<file path="src/rtl/data_mem_responder.sv">
// ============================================================================
// Module  : data_mem_responder
// Brief   : Fixed-latency word-addressed data memory answering CPU loads/stores.
// Revision: 1.0
// ============================================================================
`default_nettype none

module data_mem_responder #(
    parameter int DEPTH   = 64,
    parameter int LATENCY = 2
) (
    input  logic        CLK,
    input  logic        RST,
    input  logic        req,
    input  logic        we,
    input  logic [31:0] addr,
    input  logic [31:0] wdata,
    output logic [31:0] rdata,
    output logic        ready,
    output logic        err,
    output logic        busy
);

    localparam int         AW         = $clog2(DEPTH);
    localparam logic [3:0] C_CNT_INIT = 4'(LATENCY - 1);

    typedef enum logic [1:0] {
        S_IDLE = 2'd0,
        S_WAIT = 2'd1,
        S_RESP = 2'd2
    } state_t;

    state_t      state_q, state_d;
    logic [3:0]  cnt_q, cnt_d;
    logic        we_q, we_d;
    logic [31:0] addr_q, addr_d;
    logic [31:0] wdata_q, wdata_d;
    logic [31:0] rdata_q, rdata_d;
    logic        ready_q, ready_d;
    logic        err_q, err_d;
    logic        busy_q, busy_d;

    logic [31:0] mem_q [DEPTH];

    logic          w_access;
    logic          w_misaligned;
    logic          w_oob;
    logic          w_err;
    logic          w_commit;
    logic [AW-1:0] w_idx;

    // Any set bit above the word index means the address lies beyond DEPTH.
    assign w_misaligned = |addr_q[1:0];
    assign w_oob        = |addr_q[31:AW+2];
    assign w_err        = w_misaligned | w_oob;
    assign w_idx        = addr_q[AW+1:2];
    assign w_commit     = w_access & we_q & ~w_err;

    always_comb begin
        state_d  = state_q;
        cnt_d    = cnt_q;
        we_d     = we_q;
        addr_d   = addr_q;
        wdata_d  = wdata_q;
        rdata_d  = rdata_q;
        err_d    = err_q;
        busy_d   = busy_q;
        ready_d  = 1'b0;
        w_access = 1'b0;

        case (state_q)
            S_IDLE: begin
                if (req) begin
                    state_d = S_WAIT;
                    we_d    = we;
                    addr_d  = addr;
                    wdata_d = wdata;
                    cnt_d   = C_CNT_INIT;
                    busy_d  = 1'b1;
                end
            end
            S_WAIT: begin
                if (cnt_q == 4'd0) begin
                    state_d  = S_RESP;
                    w_access = 1'b1;
                    ready_d  = 1'b1;
                    err_d    = w_err;
                    if (w_err) begin
                        rdata_d = 32'd0;
                    end else if (we_q) begin
                        rdata_d = wdata_q;
                    end else begin
                        rdata_d = mem_q[w_idx];
                    end
                end else begin
                    cnt_d = cnt_q - 4'd1;
                end
            end
            S_RESP: begin
                state_d = S_IDLE;
                busy_d  = 1'b0;
            end
            default: begin
                state_d = S_IDLE;
                busy_d  = 1'b0;
            end
        endcase
    end

    always_ff @(posedge CLK) begin
        if (!RST) begin
            state_q <= S_IDLE;
            cnt_q   <= 4'd0;
            we_q    <= 1'b0;
            addr_q  <= 32'd0;
            wdata_q <= 32'd0;
            rdata_q <= 32'd0;
            ready_q <= 1'b0;
            err_q   <= 1'b0;
            busy_q  <= 1'b0;
        end else begin
            state_q <= state_d;
            cnt_q   <= cnt_d;
            we_q    <= we_d;
            addr_q  <= addr_d;
            wdata_q <= wdata_d;
            rdata_q <= rdata_d;
            ready_q <= ready_d;
            err_q   <= err_d;
            busy_q  <= busy_d;
        end
    end

    // Storage is deliberately not reset; a reset on the commit edge cancels the write.
    always_ff @(posedge CLK) begin
        if (RST && w_commit) begin
            mem_q[w_idx] <= wdata_q;
        end
    end

    assign rdata = rdata_q;
    assign ready = ready_q;
    assign err   = err_q;
    assign busy  = busy_q;

endmodule

`default_nettype wire

</file>
<file path="config.mk">
export PLATFORM = sky130hd
export DESIGN_NAME = data_mem_responder
export DESIGN_NICKNAME = d
export VERILOG_FILES = /design/src/rtl/data_mem_responder.sv
export SDC_FILE = /design/constraint.sdc
export NUM_CORES = 2
export LEC_CHECK = 0
export BUFFER_PORTS_ARGS = -buffer_cell sky130_fd_sc_hd__buf_2
export CAP_MARGIN = 30
export CORE_MARGIN = 2
export CORE_UTILIZATION = 40
export CTS_BUF_LIST = sky130_fd_sc_hd__clkbuf_4 sky130_fd_sc_hd__clkbuf_8
export CTS_CLUSTER_DIAMETER = 100
export DETAILED_ROUTE_END_ITERATION = 8
export MAX_ROUTING_LAYER = met4
export SLEW_MARGIN = 20
export SYNTH_ARGS = -nofsm -noshare
export SYNTH_HDL_FRONTEND = slang
export SYNTH_SLANG_ARGS = --single-unit
</file>
<file path="constraint.sdc">
create_clock -name CLK -period 5.25 [get_ports CLK]
set_clock_uncertainty 0.2 [all_clocks]
set_input_delay 0.2625 -clock CLK [delete_from_list [all_inputs] [get_ports CLK]]
set_output_delay 0.2625 -clock CLK [all_outputs]
set_load 0.01 [all_outputs]
</file>
## Word-level counts from Yosys, hierarchy flattened

Memory sizes are Yosys's and may differ from the RTL's. A register that Yosys moved wholly into a read port is not among the register bits.
Index checks and enable logic that the tools add are counted.

| word-level totals | value |
|---|---|
| input port bits | 68 |
| register bits | 106 |
| memories | 1 |
| output and inout port bits | 35 |
| RAM bits | 2048 |
| word-level logic and storage cells | 47 |

| operators by class | value |
|---|---|
| bitwise gates (word level) | 5 |
| equality and inequality tests | 4 |
| add/sub/neg operators | 1 |
| mux-type cells | 16 |
| reduce and logical (&&, ||, !) cells | 11 |

Memory list:

| memory | words | bits a word | read ports | clocked after Yosys merged registers in | wr ports | line | source |
|---|---|---|---|---|---|---|---|
| mem_q | 64 | 32 | 1 | 1 | 1 | 43 | `logic [31:0] mem_q [DEPTH];` |

Operator list:

| cell | number |
|---|---|
| 32-bit two-way mux | 2 |
| 24-bit OR reduction | 1 |
| 6-bit two-way mux | 2 |
| 4-bit two-way mux | 2 |
| 4-bit one-hot mux with 2 select lines | 1 |
| 2-bit AND reduction | 4 |
| 2-bit inequality test (second input constant) | 3 |
| 1-bit two-way mux | 5 |
| 4-bit logical NOT | 1 |
| 2-bit two-way mux | 2 |
| 2-bit one-hot mux with 2 select lines | 1 |
| 4-bit by 1-bit subtractor with 4-bit output (second input constant) | 1 |
| 3-bit AND reduction | 1 |
| 1-bit AND | 2 |
| 2-bit by 1-bit equality test with 1-bit output (second input constant) | 1 |
| 2-bit logical NOT | 1 |
| 1-bit inverter | 2 |
| 1-bit one-hot mux with 2 select lines | 1 |
| 2-bit nonzero test | 1 |
| 2-bit OR reduction | 1 |
| 1-bit logical AND | 1 |
| 1-bit bitwise OR | 1 |

## Depth between registers and ports, before layout

| depth | value |
|---|---|
| word-level depth | 8 |
| gate-level depth with buffers | 10 |
| gate-level depth less buffers | 8 |

## Worst setup path before layout

OpenSTA, ideal clock, no wires.

| path | value |
|---|---|
| path kind | reg-to-reg |
| start point | register cnt_q[0] |
| end point | memory mem_q[48][0] (enable) |
| data required time | 4.629 ns |
| path slack | 1.436 ns |
| clock period less this slack | 3.814 ns |
| cell stages (with the launch flop) | 9 |
| arrival | 3.193 ns |
| cells stage by stage | dfxtp_1 > inv_1 > ha_1 > nor3b_2 > nand2_2 > nor4_4 > nor2b_1 > nand2_1 > nor2_1 |

| on the way | value |
|---|---|
| word-level cells in the longest chain between the ends | 8 |

RTL lines:

| item | line | source |
|---|---|---|
| from (decl) | 34 | `logic [3:0] cnt_q, cnt_d;` |
| from (signal assigned) | 123 | `cnt_q <= cnt_d;` |
| 4-bit logical NOT | 83 | `if (cnt_q == 4'd0) begin` |
| 1-bit two-way mux | 83 |  |
| 1-bit two-way mux | 71 | `case (state_q)` |
| 1-bit AND (2 in series) | 57 | `assign w_commit = w_access & we_q & ~w_err;` |
| 1-bit logical AND | 136 | `if (RST && w_commit) begin` |
| 1-bit two-way mux | 136 |  |
| 1-bit two-way mux (not written as such) | 137 | `mem_q[w_idx] <= wdata_q;` |
| to (decl) | 43 |  |

No other way between the ends.

## Worst setup path in the final report

| path | value |
|---|---|
| start point | register addr_q[18] |
| end point | memory mem_q[50][3] (enable) |

| on the way | value |
|---|---|
| word-level cells in the longest chain between the ends | 7 |

RTL lines:

| item | line | source |
|---|---|---|
| from (decl) | 36 | `logic [31:0] addr_q, addr_d;` |
| from (signal assigned) | 125 | `addr_q <= addr_d;` |
| 24-bit OR reduction | 54 | `assign w_oob = \|addr_q[31:AW+2];` |
| 1-bit bitwise OR | 55 | `assign w_err = w_misaligned \| w_oob;` |
| 1-bit inverter | 57 |  |
| 1-bit AND | 57 |  |
| 1-bit logical AND | 136 |  |
| 1-bit two-way mux | 136 |  |
| 1-bit two-way mux (not written as such) | 137 |  |

No other way between the ends.

==> results.md <==
* Share of layout cells above drive strength 1 at 0.267
* Max Slew Vio Count at 0
* Initial antenna violation count at 11
* Clk buf depth at 4
* Hold WS at 0.195 ns
* Switch Pwr at around 8300 uW
* Setup violators final at 0
* Gr usage total at 0.218
* DRC violations left at 0
* Critical Setup Path Class: register to register
* Area of the core at ~200000 um2
* Family with the most delay on the worst path: simple AND/OR/NAND/NOR gates
* Hpwl dp at between 100000 and 150000 um
* Fraction of power spent switching nets at 0.231
* Num CTS Buffers at 347
* Die W at between 400 and 500 um
* Async set or reset register ratio after synthesis at 0
* Main flop type after synthesis: edfxtp_1
* Most frequent cell after synthesis: edfxtp_1
* Filler cells at approximately 17k
* First-pass GRT wire length at ~320000 um
* Seq pwr share at 0.537
* Pleak at 0.0303 uW
* Slew @ Worst Pin at ~1.1 ns
* Initial DRC count at between 4k and 5k
* Area fraction of the dominant cell type after synthesis at 0.750
* WP buf/inv at 2
* Std-Cell Rows at around 170
* Worst path depth at 7
* Flops & latches, synth at approximately 2.2k
* Root Driver: clkbuf_8
* Number of synthesized flops with an enable pin at roughly 2k
* Die height at around 460 um
* Clk sinks at between 2k and 2.5k
* Vias in the first global route at roughly 44k
* Die Area at about 210000 um2
* Dominant cell type by area after synthesis: edfxtp_1
* Clk Latency, worst-skew pair at around 1.0 ns
* R2R cell count at 7
* Fmax achieved at between 200 and 250 MHz
* Combinational Power Share at 0.076
* Worst-path clk slew at 0.06 ns
* Dominant cells by area after synthesis: edfxtp_1 (75%), mux4_2 (11%), mux2i_1 (3.1%), dfxtp_1 (2.7%), a22oi_1 (1.8%)
* PortBufs at around 100
* Total power at 35800 uW
* Core Util, Final at 0.470
* DRT Pass-1 Iters at 5
* CP peak stage delay at 0.72 ns
* Synthesized area at around 80000 um2
* Status: finished clean
* Most frequent cells after synthesis: edfxtp_1 (2048), mux4_2 (384), mux2i_1 (256)
* CTS resizes at 0
* Synth cell types at 44
* Vias/cell at approximately 5.7
* Hold Fails Final Rpt at 0
* Min-Delay Path Class: primary input to register
* Worst Setup Start Kind: register
* Critical Path RT at between 5 and 6 ns
* Worst Path Max Fanout at 23
* P per Cell Area at between 300 and 400 nW/um2
* Max-cap violation count at 0
* Area growth syn-to-layout at 17.0%
* CP Capture Type: register
* Routability cong. at around 0.83
* Max VDD drop at approximately 0.33 mV
* Internal power at around 28000 uW
* Nets at about 4.8k
* Crit-path slowest cell: nor2_4
* Fin Setup TNS at 0 ns
* IO Count at 103
* Htree depth at 5
* Grt total ovfl at 0
* Routed WL at between 200000 and 250000 um
* Clk network pwr share at 0.387
* Synthesized net count at approximately 4.2k
* Tmin final at ~4.1 ns
* Initial Util at 0.402
* WP data arrival at approximately 4.6 ns
* Fin crit share at 0.777
* RSZ-0062 raised after global routing: false
* Post-route ant nets at 0
* WL/cell at roughly 30 um
* CP cell instances: nor4_1 -> nand3_1 -> nor4_4 -> nand3_1 -> buf_4 -> nor2_4 -> buf_4
* Largest net degree at the start of global routing at about 70
* DR vias at ~44k
* Post-Synthesis Cells at between 4k and 5k
* Synth warn at 0
* CTS tree: yes
* Hold depth at 7
* Mean post-synth cell area at 20.0 um2
* Sequential share of the synthesized area at 0.777
* Slew headroom at 0.266
[metrics by stage]
| step | instance area [um2] | cells | worst slack [ns] |
|---|---|---|---|
| global placement | 87000 | 6809 | 1.33 |
| finish | 95900 | 7644 | 1.17 |
| CTS | 95900 | 7633 | 1.31 |
| detailed placement | 87100 | 6819 | 1.35 |
| floorplan | 82000 | 4103 | 1.44 |
| global route | 95900 | 7640 | 1.04 |
[cell usage in the layout, fill, tap and decap left out, types with 9 or more instances in the layout]
| cell type | instances |
|---|---|
| a22oi_1 | 192 |
| clkbuf_8 | 368 |
| clkinv_2 | 26 |
| nand3_1 | 135 |
| a211o_1 | 32 |
| dfxtp_1 | 77 |
| nor3_1 | 36 |
| a221oi_1 | 32 |
| dlygate4sd3_1 | 224 |
| edfxtp_1 | 2048 |
| diode_2 | 9 |
| a22o_1 | 32 |
| clkbuf_4 | 126 |
| buf_2 | 103 |
| a31oi_1 | 64 |
| o22ai_1 | 32 |
| nor2_1 | 11 |
| buf_12 | 24 |
| clkinv_1 | 61 |
| mux2i_1 | 256 |
| buf_4 | 154 |
| mux4_2 | 384 |
| nor2_4 | 66 |
| a21oi_1 | 131 |
| nand2_1 | 236 |
| dfxtp_2 | 33 |
[final timing paths]
path	slack [ns]	to	from
worst max register to register	1.17	mem_q[50][3]	addr_q[18]
worst max-delay path	1.17	mem_q[50][3]	addr_q[18]
worst min-delay path	0.19	cnt_q[3]	req
worst min register to register	0.29	addr_q[10]	addr_q[10]
[state kept, by name (all words and copies together), names as in the netlist, named ones only]
signal,cells
cnt_q,4
wdata_q,32
state_q,2
err,1
addr_q,32
we_q,1
busy,1
ready,1
mem_q,2048
rdata,32
[cell type report]
| type | count | area (um2) | area share |
|---|---|---|---|
| sequential | 2160 | 63800 | 0.665 |
| timing repair buffer | 509 | 4480 | 0.0467 |
| antenna | 9 | 22.5 | 0.000235 |
| clock inverter | 96 | 497 | 0.00518 |
| multi-input combinational | 1684 | 17700 | 0.185 |
| inverter | 4 | 17.5 | 0.000183 |
| clock buffer | 494 | 6010 | 0.0627 |
| tap | 2688 | 3360 | 0.0351 |
[power groups by stage]
stage	clock, uW	combinational (uW)	sequential (uW)
global placement	0	2480	19600
detailed placement	0	2510	19600
floorplan	0	1380	19700
global route	14800	2860	19200
finish	13800	2720	19200
CTS	14100	2670	19200
[metal layers]
metal	wire length [um]	global-route usage	vias up
met2	105000	0.329	1976
li1	-	-	18200
met4	9580	0.0913	0
met1	90800	0.288	23100
met5	0	-	-
met3	17800	0.0445	427
[kinds of logic after synthesis]
| logic type | Yosys count | synth area share |
|---|---|---|
| multiplexers | 640 | 0.137 |
| AND/OR/NAND/NOR | 522 | 0.0289 |
| buffers and inverters | 259 | 0.0131 |
| AO/OA/AOI/OAI | 518 | 0.0434 |
| adder cells (fa/ha/maj) | 2 | 0.000305 |
| XOR/XNOR | 2 | 0.000214 |
| flip-flops | 2160 | 0.777 |
[tightest hold or removal path: stages]
cell and delay (ns):
dlygate4sd3_1 0.55, buf_2 0.15, nor2_1 0.10, a211oi_1 0.11, nand2_1 0.09, xor2_1 0.06
nor2_1 0.07
[timing repair]
| action | CTS | global route |
|---|---|---|
| hold endpoints to repair | 112 | 0 |
| hold buffers | 224 | 0 |
| setup endpoints to repair | 0 | 0 |
| setup buffers | 0 | 0 |
No activity file was read; power rests on OpenSTA's default activity.
